File: config.mk
export PLATFORM = sky130hd
export DESIGN_NAME = intr_ctrl
export DESIGN_NICKNAME = d
export VERILOG_FILES = /design/src/rtl/intr_ctrl.sv
export SDC_FILE = /design/constraint.sdc
export NUM_CORES = 1
export LEC_CHECK = 0
export BUFFER_PORTS_ARGS = -buffer_cell sky130_fd_sc_hd__buf_4
export CORE_UTILIZATION = 50
export DETAILED_ROUTE_END_ITERATION = 10
export GPL_TIMING_DRIVEN = 0
export PLACE_DENSITY = 0.79
export SLEW_MARGIN = 5
export SYNTH_ARGS = -nofsm -noshare
export SYNTH_HDL_FRONTEND = slang
export SYNTH_SLANG_ARGS = --single-unit
File: constraint.sdc
create_clock -name CLK -period 2.33 [get_ports CLK]
set_input_delay 0.1165 -clock CLK [delete_from_list [all_inputs] [get_ports CLK]]
set_output_delay 0.1165 -clock CLK [all_outputs]
set_load 0.01 [all_outputs]
File: src/rtl/intr_ctrl.sv
// Four-source interrupt controller: rising-edge capture into PENDING, maskable
// fixed-priority arbitration (bit 0 highest), and a REQ/SERVICE handshake with the control unit.
module intr_ctrl (
  input  logic       CLK,
  input  logic       RESET,
  input  logic [3:0] IRQ_IN,
  input  logic       I_EN,
  input  logic       INTR_ACK,
  input  logic       SVC_DONE,
  input  logic       MASK_WE,
  input  logic [3:0] MASK_DIN,
  output logic       INTR,
  output logic [1:0] INTR_ID,
  output logic [3:0] PENDING,
  output logic       BUSY
);

  typedef enum logic [1:0] {
    ST_IDLE    = 2'd0,
    ST_REQ     = 2'd1,
    ST_SERVICE = 2'd2
  } state_t;

  state_t     state_r, state_nxt_s;
  logic [3:0] prev_r;
  logic [3:0] pending_r, pending_nxt_s;
  logic [3:0] mask_r;
  logic [1:0] intr_id_r, intr_id_nxt_s;
  logic       intr_r, busy_r;
  logic [3:0] edge_s;
  logic [3:0] active_s;
  logic [3:0] clr_s;

  // Lowest set index of a 4-bit vector; bit 0 wins.
  function automatic logic [1:0] lowest_idx(input logic [3:0] v);
    logic [1:0] idx;
    if (v[0]) begin
      idx = 2'd0;
    end else if (v[1]) begin
      idx = 2'd1;
    end else if (v[2]) begin
      idx = 2'd2;
    end else begin
      idx = 2'd3;
    end
    return idx;
  endfunction

  function automatic logic [3:0] onehot4(input logic [1:0] idx);
    return 4'b0001 << idx;
  endfunction

  assign edge_s   = IRQ_IN & ~prev_r;
  assign active_s = pending_r & mask_r;

  // Next-state, pending update and request-ID capture.
  always_comb begin
    state_nxt_s   = state_r;
    intr_id_nxt_s = intr_id_r;
    clr_s         = 4'b0000;
    case (state_r)
      ST_IDLE: begin
        if (I_EN && (active_s != 4'b0000)) begin
          state_nxt_s   = ST_REQ;
          intr_id_nxt_s = lowest_idx(active_s);
        end else begin
          state_nxt_s = ST_IDLE;
        end
      end
      ST_REQ: begin
        if (INTR_ACK) begin
          state_nxt_s = ST_SERVICE;
          clr_s       = onehot4(intr_id_r);
        end else if (!I_EN) begin
          state_nxt_s = ST_IDLE;
        end else begin
          state_nxt_s = ST_REQ;
        end
      end
      ST_SERVICE: begin
        if (SVC_DONE) begin
          state_nxt_s = ST_IDLE;
        end else begin
          state_nxt_s = ST_SERVICE;
        end
      end
      default: begin
        state_nxt_s = ST_IDLE;
      end
    endcase
    // A new edge on the bit being acknowledged keeps it pending.
    pending_nxt_s = (pending_r & ~clr_s) | edge_s;
  end

  // State, capture registers and registered outputs.
  always_ff @(posedge CLK) begin
    if (RESET) begin
      state_r   <= ST_IDLE;
      prev_r    <= IRQ_IN;
      pending_r <= 4'b0000;
      mask_r    <= 4'b0000;
      intr_id_r <= 2'd0;
      intr_r    <= 1'b0;
      busy_r    <= 1'b0;
    end else begin
      state_r   <= state_nxt_s;
      prev_r    <= IRQ_IN;
      pending_r <= pending_nxt_s;
      mask_r    <= MASK_WE ? MASK_DIN : mask_r;
      intr_id_r <= intr_id_nxt_s;
      intr_r    <= (state_nxt_s == ST_REQ);
      busy_r    <= (state_nxt_s == ST_SERVICE);
    end
  end

  assign INTR    = intr_r;
  assign INTR_ID = intr_id_r;
  assign PENDING = pending_r;
  assign BUSY    = busy_r;

endmodule

==> reports/qor.yml, run 1 <==
floorplan:
  die_w_um: 38.4
  ioPinCount: 22
  core-area_sq_um: 1170
  dieArea_sq_um: 1480
  die_h_um: 38.4
  initial_core_util_pct: 56.6
  rows: 12
routing:
  vias: 568
  route.top_layer_used: "met4"
  drt-initial-drc-count: 6
  wirelength_mm: 1.24
  wire_per_inst_um: 11.7
  wl_met1_um: 560
  antenna_left: 0
  avgViaCountPerCell: 5.36
  drt_first_pass_iters: 4
  drc: 0
  wl_met2_um: 582
  wl_met3_um: 74
sta:
  period_minus_slack_ns: 1.17
  tightestPinTransition_ns: 0.385
  rsz0062_at_grt: "no"
  whs_ns: 0.0591
  setup_viol: 0
  tns_ns: 0
  hold_viol: 0
  finalCritPeriodShare_pct: 50.3
  setup_slack_ns: 1.16
  slew_headroom_pct: 73.7
  max_freq_mhz: 854
  clock_skew_ns: 0.00752
  maxSlewViolCount: 0
job:
  max_cap_viol_count: 0
pwr:
  powerDensity_nw_per_um2: 650
  p_leak_nw: 0.392
  ir_worst_vdd_v: 0.000475
cts:
  clock_path_buffers: 2
  clkLatencyLatePin_ns: 0.29
  cts.sinks: 18
  cts_tree: "done"
  root_buffer: "clkbuf_4"
  cts_resized: 0
  cts-buffers-inserted: 3
  htree_levels: 1
  path_clk_slew_ns: 0.10
worst_setup_path:
  critical_path_arrival_ns: 1.36
  critPathKind: "flop to flop"
  worstPathRequired_ns: 2.52
  crit_fanout: 4
  cp-end-kind: "flop"
  startpoint_type: "flop"
logic_synthesis:
  synthTopCellsByArea: "dfxtp_1, mux2i_1, a21oi_1"
  syn-num-nets: 77
  yosys.area.top_type: "dfxtp_1"
  ys_types: 23
  synth_top_area_share_pct: 54.3
  avgSynthCellArea_sq_um: 10.5
  netlist_area_sq_um: 663
  ys_ff_latch: 18
  synth_cells: 63
  ys_warn_count: 0
  yosysSeqAreaShare_pct: 54.3
run_status:
  status: "finished clean"
placement:
  gp_routability_congestion: 0.753
  dpl_worst_slack_ns: 1.15
  dp_hpwl_um: 888
  port_buffers: 20
cells_and_area:
  layout_commonest_cell: "buf_4"
  syn_to_final_growth_pct: 38.3
  final_layout_size_suffix_gt1_share_pct: 30.4
  diodes: 0
  layout_common_cells: "buf_4, dfxtp_1, a21oi_1"
  fin_nets: 107
hold_path:
  hold_class: "input pin to flop"
grt:
  antenna_found_initial: 0
  grt_pass1_vias: 503
  grt_max_degree: 11
  grt_use_total_pct: 22.1
  grt_first_pass_wirelength_mm: 2.11
  overflow: 0
## cells by family (layout without fill, tap and decap cells)
group,count (synthesis),after routing,synth area share (%)
flip-flops,18,18,54.3
AND/OR/NAND/NOR,18,18,17.4
buffers and inverters,3,32,1.70
AO/OA/AOI/OAI,19,19,18.3
multiplexers,5,5,8.30
## flip-flops by register name (all words and copies together) (netlist names)
signal and flops:
INTR_ID 2, PENDING 4, prev_r 4, INTR 1
state_r 2, mask_r 4, BUSY 1
## metrics by stage
step	instances	instance area, sq um	total power [W]	util (%)
2_1_floorplan	63	663	0.000374	-
3_3_place_gp	97	831	0.000407	70.9
3_5_place_dp	97	831	0.000409	70.9
4_1_cts	105	907	0.000600	77.5
5_1_grt	106	917	0.000629	78.3
6_report	106	917	0.000596	78.3
## power by group
group / total, W / switching, W / internal (W)
combinational: 0.0000738 / 0.0000290 / 0.0000448
sequential: 0.000335 / 0.0000115 / 0.000323
clock: 0.000187 / 0.0000918 / 0.0000953
total: 0.000596 / 0.000132 / 0.000463
## per-layer routing
metal  up-vias  track usage (%)
li1        286                -
met1       259             24.3
met2        19             35.6
met3         4             10.5
met4         0             10.3
met5         -                0
## final cells by class
type | count | area [sq um]
plain buffers | 2 | 7.51
clock buffers | 4 | 36.3
fillers | 81 | 254
inverters | 1 | 3.75
multi-input cells | 42 | 292
flip-flops and latches | 18 | 360
well taps | 14 | 17.5
repair buffers | 25 | 200
## synth_stat cells, drive strengths merged
| library cell | instances |
|---|---|
| nor3 | 1 |
| nor2 | 5 |
| inv | 1 |
| nand2 | 2 |
| dfxtp | 18 |
| mux2 | 1 |
| nand3b | 1 |
| a2111oi | 2 |
| a31oi | 1 |
| a21oi | 7 |
| clkbuf | 2 |
| a21o | 1 |
| nor2b | 1 |
| nand4b | 1 |
| mux2i | 4 |
| a22o | 2 |
| nand2b | 5 |
| o21ai | 5 |
| nor3b | 1 |
| a211oi | 1 |
| nand4bb | 1 |
## final timing paths
kind	cells after the start	slack [ns]	endpoint	from
setup reg to reg	3	1.16	INTR_ID[0]	PENDING[1]
setup / recovery	3	1.16	INTR_ID[0]	PENDING[1]
hold reg to reg	2	0.49	PENDING[2]	prev_r[2]
hold / removal	3	0.06	mask_r[2]	MASK_DIN[2]
## repair_timing
action | in CTS | in global routing
hold buffers | 4 | 1
endpoints found under the hold margin | 4 | 1
buffers inserted | 0 | 0
## worst max-delay path, stage by stage, from the launching register on
cell and delay (ns):
dfxtp_1 0.34, a22o_2 0.29, o21ai_2 0.15, mux2_4 0.31
Power figures use the tool's default switching activity.
==> run 2: changes to the inputs <==
--- a/config.mk
+++ b/config.mk
@@ -6,10 +6,10 @@
 export NUM_CORES = 1
 export LEC_CHECK = 0
 export BUFFER_PORTS_ARGS = -buffer_cell sky130_fd_sc_hd__buf_4
-export CORE_UTILIZATION = 50
+export CORE_UTILIZATION = 46
 export DETAILED_ROUTE_END_ITERATION = 10
 export GPL_TIMING_DRIVEN = 0
-export PLACE_DENSITY = 0.79
+export PLACE_DENSITY = 0.74
 export SLEW_MARGIN = 5
 export SYNTH_ARGS = -nofsm -noshare
 export SYNTH_HDL_FRONTEND = slang
==> constraint.sdc (replaced) <==
create_clock -name CLK -period 1.2 [get_ports CLK]
set_input_delay 0.06 -clock CLK [delete_from_list [all_inputs] [get_ports CLK]]
set_output_delay 0.06 -clock CLK [all_outputs]
set_load 0.01 [all_outputs]
==> reports/qor.yml, run 2 (synthesis results as in run 1) <==
run_status:
  status: "finished clean"
cells_and_area:
  layout_commonest_cell: "buf_4"
  layout_common_cells: "buf_4, dfxtp_1, a21oi_1"
  final_layout_size_suffix_gt1_share_pct: 32.6  # +2.2 points
  fin_nets: 108  # +0.93%
  final_cells: 107  # +0.94%
  diodes: 0  # unchanged
  fin_area_sq_um: 927  # +1.1%
  syn_to_final_growth_pct: 39.8
sta:
  slew_headroom_pct: 72.0  # -1.7 points
  period_minus_slack_ns: 1.16  # -0.0135 ns
  maxSlewViolCount: 0  # unchanged
  tightestPinTransition_ns: 0.420  # +0.0351 ns
  clock_skew_ns: 0.00183  # -0.00569 ns
  finalCritPeriodShare_pct: 96.5  # +46 points
  max_freq_mhz: 864  # +1.2%
  hold_viol: 0  # unchanged
  setup_viol: 0  # unchanged
routing:
  vias: 582  # +2.5%
  drc: 0  # unchanged
  wirelength_mm: 1.36  # +9.3%
  antenna_left: 0  # unchanged
  drt-initial-drc-count: 16  # +10
  drt_first_pass_iters: 4  # unchanged
  wire_per_inst_um: 12.7  # +8.2%
  avgViaCountPerCell: 5.44  # +1.5%
worst_setup_path:
  startpoint_type: "flop"
  startpoint: "PENDING[1]"
  crit_fanout: 4  # unchanged
  worstPathRequired_ns: 1.38  # -1.14 ns
  critical_path_arrival_ns: 1.34  # -0.02 ns
  cp-end-kind: "flop"
  r2r_start: "PENDING[1]"
  critPathKind: "flop to flop"
floorplan:
  initial_core_util_pct: 50.3  # -6.3 points
  ioPinCount: 22  # unchanged
  core-area_sq_um: 1320  # +13%
  die_w_um: 40.0  # +4.0%
  rows: 13  # +1
  die_h_um: 40.0  # +4.0%
  dieArea_sq_um: 1600  # +8.2%
placement:
  gp_routability_congestion: 0.734  # -2.4%
  port_buffers: 20  # unchanged
  dp.cells: 98  # +1.0%
  dp_hpwl_um: 974  # +9.7%
  dpl_cell_area_sq_um: 832  # +0.15%
grt:
  overflow: 0  # unchanged
  grt_use_total_pct: 19.3  # -2.7 points
  grt_max_degree: 11  # unchanged
  grt_pass1_vias: 465  # -7.6%
  grt_first_pass_wirelength_mm: 2.00  # -5.2%
  antenna_found_initial: 0  # unchanged
pwr:
  powerDensity_nw_per_um2: 1170  # +80%
  p_leak_nw: 0.396  # +1.0%
  ir_worst_vdd_v: 0.000817  # +72%
hold_path:
  min-delay-start: "MASK_DIN[0]"
  hold_class: "input pin to flop"
cts:
  clkLatencyLatePin_ns: 0.28  # about the same
  cts_tree: "done"
  cts-buffers-inserted: 3  # unchanged
  htree_levels: 1  # unchanged
  root_buffer: "clkbuf_4"
  path_clk_slew_ns: 0.09  # about the same
  cts_setup_buffers: 0  # unchanged
  cts.sinks: 18  # unchanged
  clock_path_buffers: 2  # unchanged
job:
  max_cap_viol_count: 0  # unchanged
==> run 2: final timing paths <==
kind              slack (ns)          to  depth (start not counted)
setup / recovery        0.04  INTR_ID[0]                          3
hold / removal          0.01   mask_r[0]                          3
setup reg to reg        0.04  INTR_ID[0]                          3
hold reg to reg         0.49  PENDING[1]                          2
==> run 2: critical path, cell delays in order, from the launching register on <==
cell and delay [ns]:
dfxtp_2 0.35, a22o_4 0.25, o21ai_2 0.14, mux2_4 0.30
==> run 2: area by class of cell <==
type,count,area [sq um]
buffer,2,7.51
clock buffer,3,22.5
fill,111,390
inverter,1,3.75
multi-input combinational,42,300
sequential,18,364
tap,15,18.8
timing repair buffer,26,210
==> run 2: what timing repair did <==
| action | 4_1_cts | 5_1_grt |
|---|---|---|
| resized for setup | 0 | 5 |
| setup endpoints to repair | 0 | 2 |
| endpoints found under the hold margin | 7 | 2 |
| hold buffers | 5 | 1 |
==> run 2: per-layer routing <==
layer | global-route usage, % | vias up | routed length (um)
met5 | 0 | - | 0
met1 | 23.7 | 277 | 614
met3 | 6.11 | 2 | 71
met2 | 29.8 | 16 | 658
met4 | 10.3 | 0 | 12
li1 | - | 287 | -
==> run 2: power breakdown <==
part           leakage (nW)  total [W]  switching [W]  internal (W)
clock                0.0138   0.000283       0.000166      0.000117
sequential            0.150   0.000655      0.0000260      0.000629
combinational         0.232   0.000148      0.0000576     0.0000906
total                 0.396    0.00109       0.000250      0.000836
==> run 2: per-stage QoR <==
stage / power, W / utilization, % / hold WS (ns) / setup WS, ns / TNS (ns)
final: 0.00109 / 70.4 / 0.0116 / 0.0422 / 0
after global routing: 0.00114 / 70.4 / 0.00556 / -0.00751 / -0.00751
after CTS: 0.00108 / 68.7 / 0.00711 / 0.0144 / 0
after detailed placement: 0.000797 / 63.2 / 0.176 / 0.0236 / 0
after global placement: 0.000792 / 63.2 / 0.175 / 0.0275 / 0
after floorplan: 0.000725 / - / 0.0877 / 0.0220 / 0
==> run 3: changes to the inputs <==
==> constraint.sdc (replaced) <==
create_clock -name CLK -period 1.3 [get_ports CLK]
set_input_delay 0.065 -clock CLK [delete_from_list [all_inputs] [get_ports CLK]]
set_output_delay 0.065 -clock CLK [all_outputs]
set_load 0.01 [all_outputs]
==> reports/qor.yml, run 3 (synthesis results as in run 1) <==
cts:
  cts.sinks: 18  # unchanged
  clkLatencyLatePin_ns: 0.29  # about the same
  path_clk_slew_ns: 0.09  # about the same
  clock_path_buffers: 2  # unchanged
  cts_tree: "done"
  root_buffer: "clkbuf_4"
  htree_levels: 1  # unchanged
  cts-buffers-inserted: 3  # unchanged
  cts_resized: 0  # unchanged
routing:
  wirelength_mm: 1.32  # -2.9%
  drt_first_pass_iters: 4  # unchanged
  antenna_left: 0  # unchanged
  avgViaCountPerCell: 5.32  # -2.2%
  drt-initial-drc-count: 15  # -1
  vias: 569  # -2.2%
  wire_per_inst_um: 12.3  # -2.9%
  drc: 0  # unchanged
worst_setup_path:
  critPathTopFamily: "compound AO/OA/AOI/OAI gates"
  critical_path_arrival_ns: 1.37  # +0.03 ns
  critPathKind: "flop to flop"
  startpoint: "PENDING[1]"
  r2r_start: "PENDING[1]"
  slowest_stage: "dfxtp_1"
  cp-end-kind: "flop"
  reg2reg_depth: 3  # unchanged
  crit_path_cell_trace: "a22o_2, o21ai_2, mux2_4"
  crit_fanout: 4  # unchanged
  cp_num_cells: 3  # unchanged
  path_buf_inv: 0  # unchanged
  max_stage_delay_ns: 0.35  # about the same
  startpoint_type: "flop"
  worstPathRequired_ns: 1.48  # +0.10 ns
sta:
  slew_headroom_pct: 71.3  # -0.68 points
  finalCritPeriodShare_pct: 91.6  # -4.9 points
  rsz0062_at_grt: "no"
  maxSlewViolCount: 0  # unchanged
  period_minus_slack_ns: 1.19  # +0.0332 ns
  clock_skew_ns: 0.00417  # +0.00234 ns
  tightestPinTransition_ns: 0.430  # +0.0101 ns
  tns_ns: 0  # unchanged
  hold_viol: 0  # unchanged
  setup_slack_ns: 0.109  # +0.0668 ns
  setup_viol: 0  # unchanged
  max_freq_mhz: 840  # -2.8%
pwr:
  powerDensity_nw_per_um2: 1100  # -6.5%
  p_leak_nw: 0.389  # -1.7%
  power_w: 0.00100  # -7.7%
  ir_worst_vdd_v: 0.000753  # -7.9%
hold_path:
  hold_class: "input pin to flop"
  min-delay-start: "MASK_DIN[0]"
  min_path_cells: 3  # unchanged
floorplan:
  ioPinCount: 22  # unchanged
  die_w_um: 40.0  # unchanged
  die_h_um: 40.0  # unchanged
  rows: 13  # unchanged
  dieArea_sq_um: 1600  # unchanged
  initial_core_util_pct: 50.3  # unchanged
  core-area_sq_um: 1320  # unchanged
cells_and_area:
  syn_to_final_growth_pct: 37.9
  utilization_pct: 69.4  # -0.95 points
  diodes: 0  # unchanged
  layout_common_cells: "buf_4, dfxtp_1, a21oi_1"
  multi_input_area_sq_um: 292  # -2.9%
  fill_cells: 110  # -0.90%
  fin_nets: 108  # unchanged
  final_layout_size_suffix_gt1_share_pct: 29.3  # -3.3 points
  layout_commonest_cell: "buf_4"
  layout.area.seq_sq_um: 360  # -1.0%
grt:
  grt_max_degree: 11  # unchanged
  globalRouteMet1Util_pct: 23.7  # unchanged
  overflow: 0  # unchanged
  grt_use_total_pct: 19.3  # unchanged
  met2_usage_pct: 29.8  # unchanged
  grt_pass1_vias: 465  # unchanged
  gr-usage-met3_pct: 6.11  # unchanged
  grt_first_pass_wirelength_mm: 2.00  # unchanged
  gr-max-usage-layer: "met2"
  antenna_found_initial: 0  # unchanged
placement:
  gp_routability_congestion: 0.734  # unchanged
  dpl_worst_slack_ns: 0.124  # +0.100 ns
  dp_hpwl_um: 974  # unchanged
  port_buffers: 20  # unchanged
run_status:
  status: "finished clean"
job:
  max_cap_viol_count: 0  # unchanged
==> run 3: final timing paths <==
| check | slack (ns) | end |
|---|---|---|
| hold reg to reg | 0.49 | PENDING[0] |
| setup / recovery | 0.11 | INTR_ID[0] |
| hold / removal | 0.01 | mask_r[0] |
| setup reg to reg | 0.11 | INTR_ID[0] |
==> run 3: metal layers <==
metal  routed length [um]  share of wire [%]  vias up
met5                    0                  0        -
met4                   23                1.7        0
met3                   68                5.2        4
met2                  611                 46       16
met1                  614                 47      262
li1                     -                  -      287
==> run 3: power breakdown <==
| group | internal, W | switching, W |
|---|---|---|
| combinational | 0.0000822 | 0.0000522 |
| clock | 0.000108 | 0.000158 |
| sequential | 0.000580 | 0.0000219 |
| total | 0.000770 | 0.000232 |
==> run 3: stage by stage <==
stage | std cells | area (sq um) | hold WS (ns)
after CTS | 106 | 905 | 0.0121
final | 107 | 915 | 0.0115
after global routing | 107 | 915 | 0.0105
after detailed placement | 98 | 832 | 0.181
after floorplan | 63 | 663 | 0.0927
after global placement | 98 | 832 | 0.180
==> run 3: repair_timing <==
item,CTS,global route
hold buffers,5,1
endpoints found under the hold margin,6,1
buffers inserted,0,0
==> run 3: layout make-up <==
type,instances,share of cell area [%]
inverter,1,0.410
clock buffer,3,2.46
timing repair buffer,26,23.0
sequential,18,39.4
tap,15,2.05
multi-input combinational,42,31.9
buffer,2,0.821
==> run 3: tightest hold or removal path: stages <==
cell and delay (ns):
buf_4 0.08, mux2i_1 0.05, nor2_1 0.07
